==> config.mk <==
export PLATFORM = sky130hd
export DESIGN_NAME = uart_rx_byte_flat
export DESIGN_NICKNAME = d
export VERILOG_FILES = /design/src/rtl/uart_rx_byte_if.sv /design/src/rtl/uart_rx_byte.sv /design/src/flat_wrapper.sv
export SDC_FILE = /design/constraint.sdc
export NUM_CORES = 1
export LEC_CHECK = 0
export ABC_AREA = 1
export BUFFER_PORTS_ARGS = -buffer_cell sky130_fd_sc_hd__buf_4
export CAP_MARGIN = 40
export CORE_MARGIN = 2
export CORE_UTILIZATION = 50
export CTS_CLUSTER_SIZE = 20
export DETAILED_ROUTE_END_ITERATION = 12
export PLACE_DENSITY = 0.75
export SYNTH_ARGS = -nofsm -noshare
export SYNTH_HDL_FRONTEND = slang
export SYNTH_SLANG_ARGS = --single-unit
==> constraint.sdc <==
create_clock -name clk -period 2.7 [get_ports clk]
set_clock_uncertainty 0.15 [all_clocks]
set_input_delay 0.135 -clock clk [delete_from_list [all_inputs] [get_ports clk]]
set_output_delay 0.135 -clock clk [all_outputs]
set_load 0.1 [all_outputs]
==> src/rtl/uart_rx_byte_if.sv <==
// uart_rx_byte_if: serial line in, received byte with done/error strobes and busy out
interface uart_rx_byte_if;
  logic       rx;
  logic [7:0] uart_data;
  logic       rx_done;
  logic       frame_err;
  logic       rx_busy;
  modport master (output rx, input uart_data, rx_done, frame_err, rx_busy);
  modport slave (input rx, output uart_data, rx_done, frame_err, rx_busy);
endinterface

==> src/rtl/uart_rx_byte.sv <==
// uart_rx_byte: 8N1 LSB-first UART receiver; clk, rst (async high), bus: rx in, uart_data/rx_done/frame_err/rx_busy out
module uart_rx_byte #(
  parameter int CLK_FREQ = 50_000_000,
  parameter int BAUD = 9600
) (
  input logic clk,
  input logic rst,
  uart_rx_byte_if.slave bus
);
  localparam int BAUD_DIV = CLK_FREQ / BAUD;
  localparam int HALF = BAUD_DIV / 2;
  localparam int CW = $clog2(BAUD_DIV);
  typedef enum logic [1:0] {IDLE, START, DATA, STOP} state_t;
  state_t state;
  logic rx_m, rx_s, rx_d, fall;
  logic [CW-1:0] cnt;
  logic [2:0] bit_cnt;
  logic [7:0] sh, uart_data;
  logic rx_done, frame_err, rx_busy;
  assign fall = rx_d & ~rx_s;
  assign bus.uart_data = uart_data;
  assign bus.rx_done = rx_done;
  assign bus.frame_err = frame_err;
  assign bus.rx_busy = rx_busy;
  always_ff @(posedge clk or posedge rst) begin
    if (rst) {rx_m, rx_s, rx_d} <= 3'b111;
    else {rx_m, rx_s, rx_d} <= {bus.rx, rx_m, rx_s};
  end
  always_ff @(posedge clk or posedge rst) begin
    if (rst) begin
      state <= IDLE;
      cnt <= '0;
      bit_cnt <= '0;
      sh <= '0;
      uart_data <= '0;
      rx_done <= 1'b0;
      frame_err <= 1'b0;
      rx_busy <= 1'b0;
    end else begin
      rx_done <= 1'b0;
      frame_err <= 1'b0;
      case (state)
        IDLE: if (fall) begin
          state <= START;
          cnt <= '0;
          rx_busy <= 1'b1;
        end
        START: if (cnt == CW'(HALF - 1)) begin
          cnt <= '0;
          bit_cnt <= '0;
          state <= rx_s ? IDLE : DATA;
          rx_busy <= ~rx_s;
        end else cnt <= cnt + 1'b1;
        DATA: if (cnt == CW'(BAUD_DIV - 1)) begin
          cnt <= '0;
          sh <= {rx_s, sh[7:1]};
          if (bit_cnt == 3'd7) state <= STOP;
          else bit_cnt <= bit_cnt + 3'd1;
        end else cnt <= cnt + 1'b1;
        STOP: if (cnt == CW'(BAUD_DIV - 1)) begin
          cnt <= '0;
          state <= IDLE;
          rx_busy <= 1'b0;
          rx_done <= rx_s;
          frame_err <= ~rx_s;
          if (rx_s) uart_data <= sh;
        end else cnt <= cnt + 1'b1;
        default: state <= IDLE;
      endcase
    end
  end
endmodule

==> src/flat_wrapper.sv <==
// flat-port wrapper written by rule: the top's interface ports become plain ports
module uart_rx_byte_flat 
#(
  parameter int CLK_FREQ = 50_000_000,
  parameter int BAUD = 9600
)
  (clk, rst, bus_rx, bus_uart_data, bus_rx_done, bus_frame_err, bus_rx_busy);
  uart_rx_byte_if bus_i ();
  input logic clk;
  input logic rst;
  input wire logic [$bits(bus_i.rx)-1:0] bus_rx;
  output wire logic [$bits(bus_i.uart_data)-1:0] bus_uart_data;
  output wire logic [$bits(bus_i.rx_done)-1:0] bus_rx_done;
  output wire logic [$bits(bus_i.frame_err)-1:0] bus_frame_err;
  output wire logic [$bits(bus_i.rx_busy)-1:0] bus_rx_busy;
  assign bus_i.rx = bus_rx;
  assign bus_uart_data = bus_i.uart_data;
  assign bus_rx_done = bus_i.rx_done;
  assign bus_frame_err = bus_i.frame_err;
  assign bus_rx_busy = bus_i.rx_busy;
  uart_rx_byte #(.CLK_FREQ(CLK_FREQ), .BAUD(BAUD)) u_core (.clk(clk), .rst(rst), .bus(bus_i));
endmodule
==> flow_summary.ini <==
[outcome]
status = finished, final reports clean

[cts]
hold_buffers = 2
clk-insertion-delay-late_ns = 0.30
htreeDepth = 2
cts.sinks = 40
cts_buffer_depth = 2
post_cts_resized = 0
cts_made_buffers = 5
cts_tree = yes
root_buffer = clkbuf_8
clk_pin_slew_ns = 0.09
cts_setup_buffers = 0

[yosys]
synth_top_area_cell = dfrtp_1
seq_area_frac_synth_pct = 49.3
synth.ff_latch_count = 40
yosys_warnings = 0
netlist_area_mm2 = 0.00204
synth.distinct_cells = 29
syn_nets = 262
synthTopCellsByArea = dfrtp_1 45%, nand2_1 14%, nand3_1 6.4%, dfstp_2 3.9%, inv_1 3.9%
synth_top_area_share_pct = 45.4
avgSynthCellArea_um2 = 7.96
syn_inst = 256

[setup_path]
cpMostUsedCell = nand2_1
reg2reg_depth = 8
cp-startpoint = u_core.cnt[1]
slowest_stage = dfrtp_1
slowest_delay_ns = 0.38
endpoint_kind = flip-flop
worstPathMaxFanout = 13
r2r_slack_ns = 0.81
reg2reg_from = u_core.cnt[1]
arrival_ns = 1.92
cp_cell_sequence = ha_1 -> nand2_1 -> nor2_1 -> nand3_2 -> nand2_1 -> nand2_1 -> nand3_1 -> o21ai_0
crit_type = flip-flop to flip-flop
r2r_end = u_core.cnt[12]
crit_path_start_kind = flip-flop
worst_ep_required_time_ns = 2.73

[power]
clockPowerShare_pct = 31.0
sw_frac_of_total_pct = 36.3
netSwitchingPower_mw = 0.600
pwr-share-seq_pct = 43.6
p_leak_nw = 1.19
vdd_drop_max_mv = 0.632
power.internal_mw = 1.05
combPwrFrac_pct = 25.4
p_per_area_mw_per_mm2 = 714

[routing]
routed_wl_mm = 3.94
wire_per_inst_um = 12.1
via_count = 1696
via_per_inst = 5.19
drtIter0Drc = 82
first_pass_iters = 4
antenna_left = 0
remaining_drc_errors = 0

[grt]
grtUsageMet3_pct = 4.93
use_met2_pct = 30.5
grt_overflow_total = 0
grt_pass1_vias = 1476
grt_usage_pct = 19.6
grt_pass1_wl_mm = 6.66
grt-busiest-layer = met2
gr-usage-met1_pct = 26.6
grt_max_degree = 17
antenna_found_initial = 0

[min_path]
hold_path_end = u_core.rx_s
holdPathStages = 0
holdCritStartpoint = u_core.rx_m
hp-class = flip-flop to flip-flop

[placement]
placedCellCount = 317
port_buffers = 13
gp_congestion = 0.885
hpwl_mm = 2.74

[cells_and_area]
syn_to_final_growth_pct = 13.8
finalNetCount = 282
drive_gt1_share_pct = 18.4
diodes = 0
stdcell_count = 327

[sta]
period_needed_ns = 1.89
slew_viol_final = 0
fin_setup_tns_ns = 0
fmax_mhz = 528
hold_viol_final = 0
rsz0062_at_grt = no
final.period_utilization_pct = 70.1
max_slew.worst_pin.slew_ns = 0.489
setup_viol = 0
slew_headroom_pct = 67.4

[floorplan]
initial_core_util_pct = 51.3
rows = 23
fp.dieH_um = 67.8
core_mm2 = 0.00397
pin_count = 14
die_w_um = 67.8
die_area_mm2 = 0.00460

[job]
maxCapViolCount = 0
-- metal layers --
metal	part of all wire, %	vias to the layer above
met5	0	-
met4	1.2	0
met3	3.8	4
met2	45	33
met1	50	790
li1	-	869
-- worst max-delay path: cells and delay by family, from the launching register on --
| family | cells | cell delay [ns] |
|---|---|---|
| AND/OR/NAND/NOR | 6 | 0.95 |
| flip-flops | 1 | 0.38 |
| adder cells (fa/ha/maj) | 1 | 0.21 |
| AO/OA/AOI/OAI | 1 | 0.10 |
-- worst max-delay path by stage --
stage,to,slack (ns)
after floorplan,u_core.cnt[7],1.10
final,u_core.cnt[12],0.81
after global routing,u_core.cnt[8],0.60
after detailed placement,u_core.cnt[12],0.81
after CTS,u_core.cnt[12],0.82
after global placement,u_core.cnt[11],0.90
-- power by group through the flow --
stage / combinational [mW] / sequential, mW / clock, mW
6_report: 0.420 / 0.721 / 0.514
5_1_grt: 0.471 / 0.729 / 0.550
4_1_cts: 0.419 / 0.720 / 0.523
3_5_place_dp: 0.417 / 0.729 / 0
3_3_place_gp: 0.414 / 0.726 / 0
2_1_floorplan: 0.297 / 0.766 / 0
-- cells in the mapped netlist, drive strengths merged --
library cell,n
a21oi,3
buf,5
clkbuf,1
clkinv,1
dfrtp,37
dfstp,3
ha,3
inv,30
nand2,82
nand3,28
nand4,9
nor2,21
nor3,5
o21ai,25
o22ai,1
or2,1
xor2,1
-- area by class of cell --
class / count / area, µm²
clock inverters: 3 / 46.3
fillers: 349 / 1650
well taps: 50 / 62.6
multi-input cells: 179 / 868
clock buffers: 5 / 68.8
repair buffers: 19 / 148
inverters: 31 / 121
flip-flops and latches: 40 / 1000
-- flip-flops by register name (all words and copies together), names as in the netlist, named ones only --
name and flops:
u_core.bus.rx_busy 1, u_core.rx_s 1, u_core.cnt 13, u_core.rx_d 1, u_core.bus.frame_err 1, u_core.sh 8, u_core.bus.uart_data 8, u_core.rx_m 1
u_core.bit_cnt 3, u_core.bus.rx_done 1, u_core.state 1
-- kinds of logic (layout without fill, tap and decap cells) --
kind of cell               count (synthesis)  count (layout)  share of synthesized area (%)
xor gates and xnor gates                   1               1                          0.430
buffers and inverters                     37              58                           8.10
adders and majority gates                  3               3                           1.84
AOI/OAI and AO/OA                         29              29                           7.92
and+or+nand+nor                          146             146                           32.4
DFF                                       40              40                           49.3
-- cell usage in the layout, fill, tap and decap left out, types with 2 or more instances in the layout --
| master | synthesis | layout |
|---|---|---|
| a21oi_1 | 3 | 3 |
| buf_4 | 1 | 17 |
| clkbuf_8 | 0 | 5 |
| dfrtp_1 | 37 | 37 |
| dfstp_2 | 3 | 3 |
| dlygate4sd3_1 | 0 | 2 |
| ha_1 | 3 | 3 |
| inv_1 | 21 | 21 |
| inv_2 | 8 | 8 |
| inv_6 | 1 | 2 |
| nand2_1 | 78 | 78 |
| nand2_2 | 3 | 3 |
| nand3_1 | 26 | 26 |
| nand3_2 | 2 | 2 |
| nand4_1 | 9 | 9 |
| nor2_1 | 19 | 19 |
| nor2_2 | 2 | 2 |
| nor3_1 | 3 | 3 |
| o21ai_0 | 8 | 8 |
| o21ai_1 | 13 | 13 |
| o21ai_2 | 4 | 4 |
-- per-stage QoR --
step	hold WS [ns]	total power [mW]	setup WS, ns	util, %	instance area (µm²)
3_5_place_dp	0.0494	1.15	0.812	55.0	2180
4_1_cts	0.211	1.66	0.819	58.4	2320
3_3_place_gp	0.0485	1.14	0.904	55.0	2180
5_1_grt	0.212	1.75	0.604	58.4	2320
6_report	0.209	1.66	0.806	58.4	2320
2_1_floorplan	-0.0105	1.06	1.10	-	2040
No activity file was read; power rests on OpenSTA's default activity.
